`src/rtl/serial_subtractor.sv`:
```
// Bit-serial unsigned subtractor: computes x - y one bit per cycle, LSB first,
// and reports the WIDTH-bit difference plus the final borrow with a done pulse.
module serial_subtractor #(
  parameter int unsigned WIDTH = 8
) (
  input  logic             clk,
  input  logic             resetN,
  input  logic             start,
  input  logic [WIDTH-1:0] x,
  input  logic [WIDTH-1:0] y,
  output logic             busy,
  output logic             done,
  output logic [WIDTH-1:0] difference,
  output logic             borrowOut
);

  localparam int unsigned CntW = $clog2(WIDTH + 1);

  typedef enum logic [1:0] {
    IDLE  = 2'd0,
    SHIFT = 2'd1,
    DONE  = 2'd2
  } stateT;

  stateT            state;
  stateT            stateNext;
  logic [WIDTH-1:0] xReg;
  logic [WIDTH-1:0] yReg;
  logic [WIDTH-1:0] resReg;
  logic [WIDTH-1:0] resNext;
  logic [CntW-1:0]  bitCnt;
  logic             borrow;
  logic             diffBit;
  logic             borrowNext;
  logic             lastBit;

  // State register
  always_ff @(posedge clk) begin
    if (!resetN) begin
      state <= IDLE;
    end else begin
      state <= stateNext;
    end
  end

  // Full-subtractor bit slice and next-state decode
  always_comb begin
    stateNext  = state;
    diffBit    = xReg[0] ^ yReg[0] ^ borrow;
    borrowNext = (~xReg[0] & yReg[0]) | (~(xReg[0] ^ yReg[0]) & borrow);
    // New difference bit enters at the MSB; the result slides toward bit 0.
    resNext    = WIDTH'({diffBit, resReg} >> 1);
    lastBit    = (bitCnt == CntW'(WIDTH - 1));
    case (state)
      IDLE:    if (start) stateNext = SHIFT;
      SHIFT:   if (lastBit) stateNext = DONE;
      DONE:    stateNext = IDLE;
      default: stateNext = IDLE;
    endcase
  end

  // Operand/result datapath and registered outputs
  always_ff @(posedge clk) begin
    if (!resetN) begin
      xReg       <= '0;
      yReg       <= '0;
      resReg     <= '0;
      bitCnt     <= '0;
      borrow     <= 1'b0;
      busy       <= 1'b0;
      done       <= 1'b0;
      difference <= '0;
      borrowOut  <= 1'b0;
    end else begin
      busy <= (stateNext == SHIFT);
      done <= (stateNext == DONE);
      case (state)
        IDLE: begin
          if (start) begin
            xReg   <= x;
            yReg   <= y;
            resReg <= '0;
            bitCnt <= '0;
            borrow <= 1'b0;
          end
        end
        SHIFT: begin
          xReg   <= xReg >> 1;
          yReg   <= yReg >> 1;
          resReg <= resNext;
          borrow <= borrowNext;
          bitCnt <= bitCnt + CntW'(1);
          // Publish only when the final bit pair completes.
          if (lastBit) begin
            difference <= resNext;
            borrowOut  <= borrowNext;
          end
        end
        default: ;
      endcase
    end
  end

endmodule

```
`config.mk`:
```
export PLATFORM = sky130hd
export DESIGN_NAME = serial_subtractor
export DESIGN_NICKNAME = d
export VERILOG_FILES = /design/src/rtl/serial_subtractor.sv
export SDC_FILE = /design/constraint.sdc
export NUM_CORES = 1
export LEC_CHECK = 0
export BUFFER_PORTS_ARGS = -buffer_cell sky130_fd_sc_hd__buf_4
export CORE_ASPECT_RATIO = 0.5
export CORE_MARGIN = 10
export CORE_UTILIZATION = 30
export DETAILED_ROUTE_END_ITERATION = 12
export PLACE_DENSITY_LB_ADDON = 0.12
export SETUP_SLACK_MARGIN = 0.15
export SYNTH_ARGS = -nofsm -noshare
export SYNTH_HDL_FRONTEND = slang
export SYNTH_SLANG_ARGS = --single-unit
```
`constraint.sdc`:
```
create_clock -name clk -period 1.75 [get_ports clk]
set_input_delay 0.175 -clock clk [delete_from_list [all_inputs] [get_ports clk]]
set_output_delay 0.175 -clock clk [all_outputs]
set_load 0.1 [all_outputs]
```
# Word level (Yosys, flattened, before mapping)
# Cells that the tools add are included.
# Widths: inputs -> output; s select.
# word_totals
out_inout_bits	11
in_bits	19
register_bits	42
# classes
reduce_logical	4
bitwise_logic	7
add_sub_neg	1
n_mux	13
eq_ne	5
# ops
op	n
$pmux 8 s2	3
$mux 8	3
$pmux 4 s2	1
$add 4x1->4 const B	1
$eq 2x1->1 const B	2
$eq 4x3->1 const B	1
$mux 2	2
$mux 4	1
$pmux 2 s2	1
$reduce_and 2->1	2
$and 1x1->1	2
$eq 2x2->1 const B	1
$logic_not 2->1	1
$ne 2x2->1 const B	1
$not 1->1	2
$pmux 1 s2	1
$reduce_bool 2->1	1
$xor 1x1->1	2
$mux 1	1
$or 1x1->1	1

# Logic depth before layout (Yosys ltp)
# Gate-level depths: netlist of the first run.
# logic_depth
ltp_word	5
depth_mapped	5

# Least setup slack after synthesis of the first run
# No wires, ideal clock.
# synth_timing
path_type	reg-to-reg
start	register bitCnt[0]
end	register borrowOut
synth_period_minus_slack_ps	1252
n_path_buf	0
path_slack_ps	498
stages_incl_launch_ff	5
arrival_ps	1180
t_required_ps	1678
path_cell_list	dfxtp_1 ha_1 nand4b_2 nor2_4 mux2i_1
# synth_via
elab_chain_cells	2
# synth_rtl
element	line_no	text
from (decl)	31	logic [CntW-1:0] bitCnt;
from (signal assigned)	92	bitCnt <= bitCnt + CntW'(1);
$eq 4x3->1	53	lastBit = (bitCnt == CntW'(WIDTH - 1));
$reduce_and 2->1 (no line)	--	
to (signal assigned)	96	borrowOut <= borrowNext;
to (decl)	14	output logic borrowOut
# Every way passes these cells.
# A chain may end at the register's enable or synchronous reset.

# Worst setup path after layout of the first run
# layout_timing
start	register bitCnt[0]
end	register difference[0]
# layout_via
elab_chain_cells	2
# layout_rtl
element	line_no	text
$eq 4x3->1	53	
$reduce_and 2->1 (no line)	--	
to (signal assigned)	95	difference <= resNext;
to (decl)	13	output logic [WIDTH-1:0] difference,
# Every way passes these cells.

==> metrics.csv, run 1 <==
stage;metric;value;unit
timing;setup total negative slack;0;ps
synth;most frequent cell after synthesis;dfxtp_1;
hold_path;Hold Path Stages;3;
detailed_routing;First DRT Iteration DRCs;63;
floorplanning;IO Count;30;
finish;final net count;234;
critical_path;worst-path maximum fanout;9;
finish;fillcell total;581;
clock_tree;CTS buffer count;5;
detailed_routing;DRC Markers;0;
floorplanning;Chip Width;128;µm
timing;Clock Skew;3.49;ps
floorplanning;Core Rows;19;
placement;PortBufs;29;
floorplanning;chip height;73.8;µm
synth;post-synthesis cell count;187;
global_route;first-pass GRT wire length;6.56;mm
synth;top post-synthesis cells by count;dfxtp_1, nor2_1, nand2_1;
hold_path;Hold Path Sink;yReg[7];
floorplanning;Initial Util;31.3;%
critical_path;R2R setup slack;290;ps
timing;Final Hold Violating Endpoints;0;
hold_path;hold_sp;y[7];
run;Max-Cap Viols;0;
clock_tree;CTS Sinks;41;
critical_path;worst reg2reg path endpoint;difference[0];
timing;Peak Freq;686;MHz
timing;worst slew pin tran;560;ps
finish;Area Growth Syn to Fin;23.9;%
synth;Synth area leaders;dfxtp_1, o221a_1, nor2_1;
synth;top_reg_cell synth;dfxtp_1;
hold_path;hold crit path type;input pin to flop;
timing;RSZ-0062 raised after global routing;no;
finish;share of cells above drive strength 1;20.7;%
critical_path;Worst Path Required;1960;ps
clock_tree;Root Driver;clkbuf_16;
clock_tree;CTS clk-pin slew, worst paths;60;ps
synth;synthesized area;1740;µm²
synth;syn_area_per_cell;9.28;µm²
detailed_routing;per-cell routed wire length;13.9;µm
detailed_routing;via count;1346;
finish;Antenna Cells;0;
clock_tree;CTS-repair resized insts;0;
synth;Synth area leader;dfxtp_1;
clock_tree;CTS tree;built;
synth;post-synth net total;208;
placement;placer congestion estimate;0.722;
finish;non-filler cells, final;286;
placement;dpl cells;279;
synth;area share of the largest cell type after synthesis;47.3;%
global_route;Congestion Overflow GR;0;
critical_path;Startpoint Class;flop;
timing;Final setup viols;0;
critical_path;critical path class;flop to flop;
critical_path;Worst R2R Path Depth;4;
clock_tree;clk_lat worst skew;280;ps
synth;Yosys warnings;0;
global_route;vias in the first global route;1290;
synth;register area share after synthesis;47.3;%
detailed_routing;Vias/cell;4.71;
clock_tree;post-CTS setup buffers;0;
timing;Tcrit/Tclk final;83.3;%
critical_path;CP Capture Type;flop;
run_status;status;complete, no violations;
detailed_routing;antenna-violating nets left;0;
pwr;PwrDens;987;nW/µm²
global_route;largest net degree at the start of global routing;22;
critical_path;crit path DAT;1670;ps
synth;Post-synth EDFFs;0;
timing;Max Slew Vio Count;0;
detailed_routing;DR pass1 iterations;4;
clock_tree;H-Tree Depth;2;
synth;Post-synth ARST share;0;%
floorplanning;Die ar.;9410;µm²
synth;Yosys reg bits;41;
global_route;initial antenna violation count;0;
critical_path;R2R Path Start;bitCnt[0];
global_route;GRT Overall Usage;8.66;%
timing;min Tclk post-route;1460;ps
pwr;maximum vdd drop;0.406;mV
timing;relative slew slack;62.7;%
detailed_routing;final WL;3.99;mm
synth;Yosys cell types;29;
placement;Final HPWL DP;2.64;mm
floorplanning;CORE AREA;5540;µm²
pwr;Leakage;0.857;nW
clock_tree;clock buffer depth;2;
clock_tree;hold_buf cts;0;
[area by class of cell]
class,count,area (µm²),share of cell area [%]
clock buffer,7,143,6.63
inverter,3,11.3,0.524
multi-input combinational,128,830,38.6
sequential,41,821,38.2
tap,73,91.3,4.25
timing repair buffer,34,255,11.9
[metal layers]
metal	global-route usage [%]	wire length, µm	vias up
li1	-	-	705
met1	11.4	2070	599
met2	12.1	1580	38
met3	3.45	289	4
met4	3.76	47	0
met5	0	0	-
[placed cells by master, fill, tap and decap left out, drive strengths merged, types with 3 or more instances in the layout]
cell type  instances
o221a             13
mux2i              9
a22oi             10
buf               34
dfxtp             41
nand2             20
a21oi             14
nor3               3
nor2              26
nor2b             14
clkbuf             7
inv                3
[cell families (layout without fill, tap and decap cells)]
group	Yosys count	in the layout	share of synthesized area, %
muxes	9	9	5.19
adders and majority gates	2	2	1.87
AOI/OAI and AO/OA	45	45	20.5
DFF	41	41	47.3
buffers and inverters	18	44	4.90
and+or+nand+nor	72	72	20.2
[stage by stage]
step / power [mW] / util, % / hold slack, ps / setup WS, ps / cell area [µm²]
2_1_floorplan: 1.17 / - / 323 / 498 / 1740
3_3_place_gp: 1.24 / 36.3 / 421 / 219 / 2010
3_5_place_dp: 1.24 / 36.3 / 427 / 188 / 2010
4_1_cts: 2.16 / 38.8 / 136 / 188 / 2150
5_1_grt: 2.22 / 38.8 / 152 / 161 / 2150
6_report: 2.12 / 38.8 / 144 / 292 / 2150
[power by group]
group          switching, mW  internal (mW)
Clock                  0.342          0.560
Sequential            0.0272          0.975
Combinational          0.116          0.104
[flip-flops by register name, indices dropped and copies added, names as in the netlist]
register,count
bitCnt,4
borrow,1
borrowOut,1
busy,1
difference,8
done,1
resReg,7
state,2
xReg,8
yReg,8
[critical path, cell delays in order (launching register included)]
cell	delay [ps]
dfxtp_1	380
ha_1	230
nand4b_2	190
nor2_4	360
mux2i_1	220
[worst max path at each step]
stage | startpoint | endpoint | slack (ps)
final | bitCnt[0] | difference[0] | 290
after detailed placement | state[0] | bitCnt[2] | 190
after global routing | bitCnt[0] | difference[2] | 160
after global placement | state[0] | bitCnt[2] | 220
after floorplan | bitCnt[0] | borrowOut | 500
after CTS | state[0] | bitCnt[2] | 190
Power figures use the tool's default switching activity.
==> run 2, diff against run 1 <==
Settings changed: ABC_AREA set to 1.
Clock period 1.75 ns to 1.31 ns, I/O delays scaled along.
==> run 2 against run 1 <==
Net effect: highest routed layer unchanged; global-route usage up 1.4 points; area after synthesis up 0.87%; sequential cell count unchanged; first-iteration DRC count up 14%; critical endpoint is now difference[2]; non-clock buffer count up 19; sequential power up 33%; design area up 24%; sequential share of layout area down 6.5 points; largest power group unchanged; clock skew about the same.
==> metrics.csv, run 2 <==
stage;metric;value;unit
clock_tree;hold_buf cts;0;
synth;multiplexer share of the synthesized area;0;%
synth;Synth Area in Simple Gates;34.4;%
clock_tree;H-Tree Depth;2;
synth;area share of the largest cell type after synthesis;46.9;%
critical_path;delay-heaviest family, CP;flip-flops;
synth;Yosys cell types;19;
pwr;Leakage;1.15;nW
critical_path;crit path DAT;1350;ps
hold_path;Hold Path Stages;3;
pwr;maximum vdd drop;0.472;mV
detailed_routing;final WL;4.82;mm
critical_path;worst reg2reg path endpoint;difference[2];
global_route;initial antenna violation count;0;
finish;share of cells above drive strength 1;41.5;%
clock_tree;clock buffer depth;2;
synth;post-synthesis adder-cell area fraction;1.86;%
critical_path;Startpoint Class;flop;
clock_tree;clk_lat worst skew;280;ps
synth;register area share after synthesis;46.9;%
timing;Clock Skew;3.83;ps
timing;Final Hold Violating Endpoints;0;
finish;most frequent cells in the layout;buf_4, nand3_1, nor2_1;
floorplanning;IO Count;30;
timing;Tcrit/Tclk final;90.8;%
synth;syn_area_per_cell;7.20;µm²
synth;complex-gate fraction of the synthesized area;7.43;%
critical_path;worst-path maximum fanout;8;
global_route;first-pass GRT wire length;7.75;mm
critical_path;R2R Path Start;state[0];
synth;Post-synth EDFFs;0;
timing;Peak Freq;841;MHz
synth;Post-synth ARST share;0;%
global_route;largest net degree at the start of global routing;17;
clock_tree;CTS clk-pin slew, worst paths;60;ps
critical_path;R2R setup slack;120;ps
floorplanning;CORE AREA;5560;µm²
floorplanning;chip height;74.0;µm
timing;relative slew slack;81.3;%
detailed_routing;per-cell routed wire length;13.3;µm
clock_tree;Root Driver;clkbuf_16;
hold_path;Hold Path Sink;yReg[7];
synth;top post-synthesis cells by count;nand2_1, dfxtp_1, nand3_1;
detailed_routing;DRC Markers;0;
run;Max-Cap Viols;0;
clock_tree;CTS buffer count;5;
critical_path;critical path class;flop to flop;
finish;most common cell after layout, fill and taps aside;buf_4;
pwr;total power;2.97;mW
placement;dpl cells;342;
synth;Synth area leaders;dfxtp_1, nand2_1, nand3_1;
timing;RSZ-0062 raised after global routing;yes;
critical_path;Worst path slowest cell;dfxtp_4;
run_status;status;complete, no violations;
synth;Yosys reg bits;41;
finish;Area Growth Syn to Fin;51.8;%
floorplanning;Core Rows;19;
floorplanning;Die ar.;9480;µm²
critical_path;CP most frequent cell;nand2_2;
timing;setup total negative slack;0;ps
pwr;PwrDens;1120;nW/µm²
timing;Min Hold Slack;111;ps
critical_path;CP bufs+invs;3;
finish;non-filler cells, final;362;
timing;worst slew pin tran;283;ps
finish;Antenna Cells;0;
hold_path;hold crit path type;input pin to flop;
detailed_routing;antenna-violating nets left;0;
critical_path;Worst Path Required;1470;ps
critical_path;CP Capture Type;flop;
timing;Worst Setup Slack, final;121;ps
global_route;GRT Overall Usage;10.1;%
placement;Place WS;94.7;ps
detailed_routing;via count;1676;
global_route;vias in the first global route;1612;
placement;placed inst area;2100;µm²
finish;fillcell total;584;
timing;min Tclk post-route;1190;ps
finish;final net count;310;
timing;Final setup viols;0;
synth;synthesized area;1750;µm²
synth;Yosys warnings;0;
placement;PortBufs;29;
critical_path;Worst R2R Path Depth;7;
detailed_routing;Vias/cell;4.63;
synth;post-synthesis cell count;243;
detailed_routing;First DRT Iteration DRCs;72;
hold_path;hold_sp;y[7];
synth;Synth area leader;dfxtp_1;
synth;most frequent cell after synthesis;nand2_1;
synth;combinational family with the most area after synthesis;simple AND/OR/NAND/NOR gates;
clock_tree;CTS Sinks;41;
global_route;Congestion Overflow GR;0;
critical_path;CP cell instances;inv_4, nor2_4, buf_4, nand2_2, buf_8, nand2_2, a21oi_1;
clock_tree;CTS tree;built;
finish;Non-Filler Cell Area, Final;2660;µm²
finish;post-layout util;47.8;%
timing;Max Slew Vio Count;0;
floorplanning;Initial Util;31.5;%
placement;Final HPWL DP;2.97;mm
synth;top_reg_cell synth;dfxtp_1;
floorplanning;Chip Width;128;µm
finish;Top Registers;difference (8), xReg (8), yReg (8);
placement;placer congestion estimate;0.778;
synth;xor-xnor portion of the synthesized cell area;0;%
critical_path;Largest stage delay, worst path;380;ps
detailed_routing;DR pass1 iterations;4;
synth;post-synth net total;264;
[run 2: timing repair]
action | in CTS | in global routing
setup endpoints to repair | 22 | 40
gates cloned | 1 | 2
setup buffers | 4 | 6
pin swaps | 6 | 19
gates resized for setup | 12 | 66
[run 2: routing by layer]
layer  vias up  share of wire, %  track usage [%]
met5         -                 0                0
met4         0               1.0             3.47
met3         5               5.4             3.33
met2        29                46             15.6
met1       781                48             13.0
li1        861                 -                -
[run 2: cells by family after synthesis]
kind of cell / Yosys count
AOI/OAI and AO/OA: 26
adders and majority gates: 2
buffers and inverters: 37
DFF: 41
and+or+nand+nor: 137
[run 2: worst max path at each step]
| stage | start | to | depth (start not counted) |
|---|---|---|---|
| 2_1_floorplan | bitCnt[0] | borrowOut | 7 |
| 3_3_place_gp | yReg[0] | difference[7] | 4 |
| 3_5_place_dp | bitCnt[0] | difference[2] | 7 |
| 4_1_cts | state[1] | yReg[3] | 6 |
| 5_1_grt | state[0] | difference[1] | 7 |
| 6_report | state[0] | difference[2] | 7 |
[run 2: cell type report]
type / count / area (µm²) / share of cell area [%]
tap: 73 / 91.3 / 3.44
inverter: 23 / 88.8 / 3.34
timing repair buffer: 53 / 515 / 19.4
multi-input combinational: 165 / 977 / 36.8
clock buffer: 7 / 143 / 5.37
sequential: 41 / 842 / 31.7
[run 2: power by group]
| part | internal, mW | switching [mW] | total [mW] |
|---|---|---|---|
| logic | 0.201 | 0.223 | 0.424 |
| registers | 1.30 | 0.0342 | 1.33 |
| clock network | 0.748 | 0.467 | 1.22 |
[run 2: worst reg2reg max path: stages (launching register included)]
cell	delay (ps)
dfxtp_4	380
inv_4	40
nor2_4	170
buf_4	150
nand2_2	60
buf_8	160
nand2_2	60
a21oi_1	60
==> run 3, diff against run 2 <==
Settings changed: PLACE_DENSITY set to 0.48, PLACE_DENSITY_LB_ADDON 0.12 to not set.
==> run 3 against run 2 <==
Net effect: highest routed layer unchanged; sequential share of layout area grew 1.8 points; largest power group is now the clock network; global-route usage shrank 0.19 points; clock skew shrank 1.4 ps; core utilization shrank 2.7 points; via count shrank 1.7%; worst setup slack lost 11 ps; die area is the same; final cell count shrank 1.1%; critical path depth shrank 3; non-clock buffer count shrank 5; wire length is essentially flat; sequential cell count is the same.
==> metrics.csv, run 3 (synthesis results as in run 2) <==
stage;metric;value;unit
run_status;status;complete, no violations;
pwr;PwrDens;1300;nW/µm²
finish;fillcell total;579;
detailed_routing;Vias/cell;4.60;
clock_tree;clk_lat worst skew;280;ps
global_route;Congestion Overflow GR;0;
timing;Final setup viols;0;
pwr;Leakage;1.07;nW
timing;Tcrit/Tclk final;91.6;%
floorplanning;Initial Util;31.5;%
detailed_routing;per-cell routed wire length;13.5;µm
global_route;GRT Overall Usage;9.89;%
critical_path;Startpoint Class;flop;
pwr;Pint;2.55;mW
timing;Peak Freq;833;MHz
detailed_routing;final WL;4.82;mm
hold_path;hold_sp;x[7];
finish;FF/Latch Area;841;µm²
detailed_routing;DRC Markers;0;
floorplanning;IO Count;30;
timing;RSZ-0062 raised after global routing;yes;
critical_path;crit path DAT;1410;ps
critical_path;Worst R2R Path Depth;4;
timing;worst slew pin tran;282;ps
timing;setup total negative slack;0;ps
finish;share of cells above drive strength 1;33.3;%
pwr;clock network fraction of design power;47.8;%
finish;Non-Filler Cell Area, Final;2510;µm²
finish;footprint of the multi-input gates;860;µm²
placement;PortBufs;29;
floorplanning;chip height;74.0;µm
finish;post-layout util;45.1;%
finish;Antenna Cells;0;
pwr;sequential share of power;40.6;%
placement;placer congestion estimate;0.728;
floorplanning;Core Rows;19;
clock_tree;hold_buf cts;0;
timing;Clock Skew;2.43;ps
floorplanning;Chip Width;128;µm
detailed_routing;met2 wire length;2.28;mm
detailed_routing;top routing layer used;met4;
finish;Area Growth Syn to Fin;43.4;%
pwr;P_sw;0.712;mW
finish;Top Registers;difference (8), xReg (8), yReg (8);
critical_path;CP Capture Type;flop;
finish;most common cell after layout, fill and taps aside;nand2_1;
clock_tree;CTS Sinks;41;
detailed_routing;met3 wire length;216;µm
critical_path;R2R setup slack;110;ps
detailed_routing;DR pass1 iterations;4;
critical_path;worst-path maximum fanout;2;
finish;final net count;305;
pwr;Gate power share;11.5;%
detailed_routing;First DRT Iteration DRCs;69;
global_route;initial antenna violation count;0;
clock_tree;H-Tree Depth;2;
timing;Final Hold Violating Endpoints;0;
critical_path;Worst Path Required;1520;ps
hold_path;Hold Path Stages;3;
timing;relative slew slack;81.3;%
detailed_routing;via count;1647;
clock_tree;CTS buffer count;5;
placement;Final HPWL DP;3.04;mm
floorplanning;CORE AREA;5560;µm²
finish;most frequent cells in the layout;nand2_1, nand3_1, buf_4;
clock_tree;CTS tree;built;
pwr;Sw Ratio;21.8;%
placement;placed inst area;2080;µm²
global_route;vias in the first global route;1595;
detailed_routing;wire length on met1;2.27;mm
run;Max-Cap Viols;0;
timing;min Tclk post-route;1200;ps
global_route;largest net degree at the start of global routing;19;
critical_path;critical path class;flop to flop;
clock_tree;clock buffer depth;2;
timing;Max Slew Vio Count;0;
floorplanning;Die ar.;9480;µm²
critical_path;worst reg2reg path endpoint;difference[7];
hold_path;hold crit path type;input pin to flop;
critical_path;R2R Path Start;yReg[0];
hold_path;Hold Path Sink;xReg[7];
clock_tree;CTS clk-pin slew, worst paths;60;ps
global_route;first-pass GRT wire length;7.65;mm
pwr;maximum vdd drop;0.534;mV
detailed_routing;antenna-violating nets left;0;
clock_tree;Root Driver;clkbuf_16;
## run 3: cell count changes in the layout (fill, tap and decap cells not counted), moves of 2 or more
cell,delta
nand3_2,-3
a21oi_2,-2
nand2_1,+19
nand2_2,-9
buf_2,+2
a21oi_1,+2
dfxtp_2,+2
nand3_1,+2
buf_4,-4
bufinv_16,+2
nand2_4,-9
## run 3: how the worst max path moves through the flow
stage               slack [ps]       endpoint  startpoint  cells after the start
CTS                        110  difference[7]     xReg[0]                      3
floorplan                  170      borrowOut   bitCnt[0]                      7
finish                     110  difference[7]     yReg[0]                      4
detailed placement          -9  difference[3]   bitCnt[0]                      6
global placement            50  difference[1]   bitCnt[0]                      6
global route                60  difference[7]     yReg[0]                      4
## run 3: critical path, cell delays in order, from the launching register on
cell and delay [ps]:
dfxtp_2 330, inv_2 40, fa_2 570, nand3_2 90
a21oi_2 100
## run 3: area by class of cell
cell class              instances  area share, %
clock buffers                   5           4.99
clock inverters                 3           2.59
inverters                      23           3.44
multi-input cells             165           34.2
flip-flops and latches         41           33.5
well taps                      73           3.64
repair buffers                 48           17.6
## run 3: what timing repair did
item,4_1_cts,5_1_grt
setup buffers,2,2
setup endpoints to repair,12,39
pin swaps,10,10
resized for setup,15,25
cloned,1,4
## run 3: metal layers
layer  GRT usage (%)  up-vias
li1                -      857
met1            11.9      765
met2            17.0       21
met3            2.77        4
met4            3.35        0
met5               0        -
## run 3: power by group through the flow
stage               sequential, mW  clock [mW]  combinational, mW
detailed placement            1.35           0              0.310
finish                        1.33        1.56              0.377
floorplan                     1.36           0              0.183
global route                  1.33        1.66              0.420
CTS                           1.32        1.59              0.320
global placement              1.35           0              0.305
## run 3: per-stage QoR
stage | hold WS, ps | std cells | power [mW] | setup slack [ps]
6_report | 113 | 358 | 3.27 | 110
5_1_grt | 125 | 358 | 3.41 | 56.7
4_1_cts | 108 | 352 | 3.24 | 111
3_5_place_dp | 397 | 341 | 1.66 | -8.79
3_3_place_gp | 393 | 341 | 1.65 | 50.4
2_1_floorplan | 269 | 243 | 1.54 | 166
